==> config.mk <==
export PLATFORM = sky130hd
export DESIGN_NAME = vga_timing_gen
export DESIGN_NICKNAME = d
export VERILOG_FILES = /design/src/rtl/vga_timing_gen.sv
export SDC_FILE = /design/constraint.sdc
export NUM_CORES = 1
export LEC_CHECK = 0
export CAP_MARGIN = 40
export CORE_AREA = 2 2 56 58
export CTS_BUF_LIST = sky130_fd_sc_hd__clkbuf_8
export CTS_CLUSTER_DIAMETER = 200
export DETAILED_ROUTE_END_ITERATION = 6
export DIE_AREA = 0 0 58 60
export PLACE_DENSITY = 0.75
export SYNTH_ARGS = -nofsm -noshare
export SYNTH_HDL_FRONTEND = slang
export SYNTH_SLANG_ARGS = --single-unit
==> constraint.sdc <==
create_clock -name Clk -period 2.48 [get_ports Clk]
set_clock_uncertainty 0.2 [all_clocks]
set_input_delay 0.248 -clock Clk [delete_from_list [all_inputs] [get_ports Clk]]
set_output_delay 0.248 -clock Clk [all_outputs]
set_load 0.005 [all_outputs]
==> src/rtl/vga_timing_gen.sv <==
// vga_timing_gen
//   Free-running VGA raster timing generator. A pixel-rate enable is derived
//   from the system clock by an integer divider. Horizontal and vertical
//   position counters advance on that enable. Sync, blank and frame-start
//   flags are registered from the next counter values, so they always
//   describe the (DrawX, DrawY) pair currently presented.
//
// Ports
//   Clk         in   system clock, all state on rising edge
//   Reset_n     in   asynchronous active-low reset
//   pixel_ce    out  one-Clk pulse per pixel period
//   DrawX       out  [9:0] current horizontal count
//   DrawY       out  [9:0] current vertical count
//   hs          out  horizontal sync, active-low
//   vs          out  vertical sync, active-low
//   blank       out  1 = visible region, 0 = blanking
//   frame_start out  one-Clk pulse when (DrawX, DrawY) wraps to (0,0)

module vga_timing_gen #(
    parameter int H_VISIBLE = 640,
    parameter int H_FP      = 16,
    parameter int H_SYNC    = 96,
    parameter int H_BP      = 48,
    parameter int V_VISIBLE = 480,
    parameter int V_FP      = 10,
    parameter int V_SYNC    = 2,
    parameter int V_BP      = 33,
    parameter int CLK_DIV   = 2
) (
    input  logic       Clk,
    input  logic       Reset_n,
    output logic       pixel_ce,
    output logic [9:0] DrawX,
    output logic [9:0] DrawY,
    output logic       hs,
    output logic       vs,
    output logic       blank,
    output logic       frame_start
);

    localparam int H_TOTAL = H_VISIBLE + H_FP + H_SYNC + H_BP;
    localparam int V_TOTAL = V_VISIBLE + V_FP + V_SYNC + V_BP;

    // A divide-by-1 build still needs a one-bit divider register; it simply
    // stays at zero, which equals its terminal value every cycle.
    localparam int DIV_W = (CLK_DIV > 1) ? $clog2(CLK_DIV) : 1;
    localparam logic [DIV_W-1:0] DIV_MAX = DIV_W'(CLK_DIV - 1);

    localparam logic [9:0] H_LAST       = 10'(H_TOTAL - 1);
    localparam logic [9:0] V_LAST       = 10'(V_TOTAL - 1);
    localparam logic [9:0] H_VIS        = 10'(H_VISIBLE);
    localparam logic [9:0] V_VIS        = 10'(V_VISIBLE);
    localparam logic [9:0] H_SYNC_START = 10'(H_VISIBLE + H_FP);
    localparam logic [9:0] H_SYNC_END   = 10'(H_VISIBLE + H_FP + H_SYNC);
    localparam logic [9:0] V_SYNC_START = 10'(V_VISIBLE + V_FP);
    localparam logic [9:0] V_SYNC_END   = 10'(V_VISIBLE + V_FP + V_SYNC);

    logic [DIV_W-1:0] div_cnt;
    logic             advance;
    logic             x_wrap;
    logic             y_wrap;
    logic [9:0]       x_next;
    logic [9:0]       y_next;

    always_comb begin
        advance = (div_cnt == DIV_MAX);
        x_wrap  = (DrawX == H_LAST);
        y_wrap  = (DrawY == V_LAST);
        x_next  = DrawX;
        y_next  = DrawY;
        if (advance) begin
            if (x_wrap) begin
                x_next = 10'd0;
                y_next = y_wrap ? 10'd0 : DrawY + 10'd1;
            end else begin
                x_next = DrawX + 10'd1;
            end
        end
    end

    // Flags are computed from x_next/y_next so they change on the same edge
    // as the counters and never lag them by a cycle.
    always_ff @(posedge Clk or negedge Reset_n) begin
        if (!Reset_n) begin
            div_cnt     <= '0;
            pixel_ce    <= 1'b0;
            DrawX       <= 10'd0;
            DrawY       <= 10'd0;
            hs          <= 1'b1;
            vs          <= 1'b1;
            blank       <= 1'b1;
            frame_start <= 1'b0;
        end else begin
            div_cnt     <= advance ? '0 : div_cnt + DIV_W'(1);
            pixel_ce    <= advance;
            DrawX       <= x_next;
            DrawY       <= y_next;
            hs          <= !((x_next >= H_SYNC_START) && (x_next < H_SYNC_END));
            vs          <= !((y_next >= V_SYNC_START) && (y_next < V_SYNC_END));
            blank       <= (x_next < H_VIS) && (y_next < V_VIS);
            frame_start <= advance && x_wrap && y_wrap;
        end
    end

endmodule

==> results_dict.tcl <==
set metrics [dict create \
    antenna_found_initial 0 \
    htreeDepth 1 \
    outcome "completed" \
    rsz0062_at_grt "no" \
    vdd_ir_drop_max_uv 272 \
    ant_nets 0 \
    cts_tree "done" \
    grt_pass1_wl_mm 5.17 \
    grt_pass1_vias 1117 \
    post_drt_via_cell_ratio 5.93 \
    synth.avg_cell_area_um2 10.2 \
    postCtsHoldBufs 0 \
    syn_nets 149 \
    hold_viol 0 \
    die_area_mm2 0.00348 \
    cts_buffers 3 \
    clkTransAtPathRegs_ps 90 \
    crit_buf_inv 0 \
    start_util_pct 50.6 \
    coreArea_mm2 0.00290 \
    ys_ff_latch 26 \
    synthesis.area_mm2 0.00147 \
    synth_cells 144 \
    fmax_mhz 446 \
    r2r_setup_slack_ps 240 \
    fin_tns_setup_ps 0 \
    p_leak_uw 0.000783 \
    slowest_stage "or4_4" \
    grt_overflow 0 \
    drive_gt1_share_pct 11.7 \
    path_cells "ha_1, and4_1, nand3_4, or4_4, a211oi_2, nand4_1" \
    hpwlAfterDp_mm 2.26 \
    seq_area_frac_synth_pct 44.6 \
    synth_edf_count 0 \
    worstPathRequired_ps 2460 \
    synth.top_cells.by_area "dfrtp_1 (39%), dfstp_2 (5.4%), xnor2_1 (4.8%)" \
    synth_top_area_share_pct 39.2 \
    worstRegToRegCells 6 \
    relSlewSlack_pct 64.1 \
    synth_cell_types 48 \
    cts.sinks 26 \
    remaining_drc_errors 0 \
    cts_setup_buffers 0 \
    portBuffers 26 \
    synth_flop_cell "dfrtp_1" \
    clkLatencyLatePin_ps 270 \
    fp.dieH_um 60 \
    critPathMaxStageDelay_ps 540 \
    powerDensity_mw_per_mm2 373 \
    final.min_clock_period_ps 2240 \
    track_usage_pct 19.6 \
    async_flop_share_pct 100 \
    final_core_utilization_pct 61.9 \
    pre_cts_ws_ps 245 \
    drt_iter0_markers 43 \
    place_congestion 0.841 \
    synth_top_area_cell "dfrtp_1" \
    dpl.cell_count 200 \
    start_kind "flop" \
    setup-violations-final 0 \
    wl_per_cell_um 14.9 \
    rows 20 \
    cts_resized 0 \
    root_buffer "clkbuf_8" \
    area_growth_pct 22.3 \
    hp-class "in2async" \
    rr_endpoint "vs" \
    die_w_um 58 \
    path_class "reg2reg" \
    fin_ws_ps 238 \
    maxSlewViolCount 0 \
    fin_cells 204 \
    tightestPinTransition_ps 538 \
    ios 27 \
    yosysWarnings 0 \
    end_kind "flop" \
    reg2reg_from "DrawX[0]" \
    dr.pass1.iters 4 \
    synth_most_common_cell "dfrtp_1" \
    final_net_count 177 \
    synth_common_cells "dfrtp_1 (23), inv_1 (12), nand2_1 (9)" \
    cp.arrival_ps 2220 \
    cpLargestDelayFamily "simple AND/OR/NAND/NOR gates" \
    cp_max_fo 9 \
    post-route-period-util_pct 90.4 \
    grt_max_degree 27 \
    vias 1210 \
    ctsLongestPathBuffers 2 \
    holdWs_ps 136 \
    wl_mm 3.04 \
    maxCapViolCount 0 \
    diodes 0 \
]
## sequential cells by signal (all words and copies together) (netlist names)
signal       flops
frame_start      1
vs               1
pixel_ce         1
advance          1
hs               1
DrawY           10
blank            1
DrawX           10
## placed cells by master, fill, tap and decap left out, types with 2 or more instances in the layout
cell type,instances
a211oi_1,2
and3_1,3
nand2_1,9
ha_1,3
o31ai_1,2
dfstp_2,3
buf_4,4
clkbuf_8,3
clkdlybuf4s50_1,26
and4_1,3
dfrtp_1,23
o21ai_0,3
nor2_1,6
nor4_1,3
a31oi_1,6
inv_1,13
mux2i_1,3
a21oi_1,5
xnor2_1,8
nand4_1,4
nor3_1,3
nand3_1,8
xor2_1,3
or3_2,2
## worst max path at each step
| stage | end | startpoint | cells after the start |
|---|---|---|---|
| 2_1_floorplan | vs | DrawX[0] | 7 |
| 3_3_place_gp | vs | DrawX[0] | 6 |
| 3_5_place_dp | vs | DrawX[0] | 6 |
| 4_1_cts | vs | DrawX[0] | 6 |
| 5_1_grt | vs | DrawX[0] | 6 |
| 6_report | vs | DrawX[0] | 6 |
## cell families after synthesis
| logic type | Yosys count | synth area share, % |
|---|---|---|
| mux | 3 | 2.05 |
| xor+xnor | 11 | 6.56 |
| simple gates | 55 | 24.6 |
| buf+inv | 19 | 6.39 |
| flops | 26 | 44.6 |
| fa+ha+maj | 3 | 2.56 |
| compound gates | 27 | 13.3 |
## where the power goes
group / total (µW) / internal [µW] / switching, µW
sequential: 424 / 424 / 0
clock: 235 / 111 / 124
combinational: 10.2 / 2.41 / 7.75
total: 669 / 537 / 132
## worst reg2reg max path, delay by kind of cell, from the launching register on
kind            cells  cell delay, ps
compound gates      1             270
simple gates        4            1070
flops               1             410
fa+ha+maj           1             210
## per-layer routing
metal | vias up | global-route usage [%] | part of all wire, %
met5 | - | 0 | 0
met4 | 0 | 5.98 | 1.0
met3 | 6 | 2.81 | 3.6
met2 | 29 | 33.3 | 48
met1 | 589 | 25.9 | 47
li1 | 586 | - | -
## through the flow
stage | power (µW) | instance area [µm²]
3_5_place_dp | 443 | 1750
2_1_floorplan | 432 | 1470
4_1_cts | 676 | 1800
6_report | 669 | 1800
5_1_grt | 699 | 1800
3_3_place_gp | 443 | 1750
## layout make-up
| type | count | area (µm²) |
|---|---|---|
| Tap cell | 33 | 41.3 |
| Inverter | 12 | 45.0 |
| Clock inverter | 1 | 3.75 |
| Multi-Input combinational cell | 99 | 719 |
| Fill cell | 254 | 1110 |
| Clock buffer | 3 | 41.3 |
| Sequential cell | 26 | 654 |
| Timing Repair Buffer | 30 | 290 |
(Power assumes the default switching activity.)
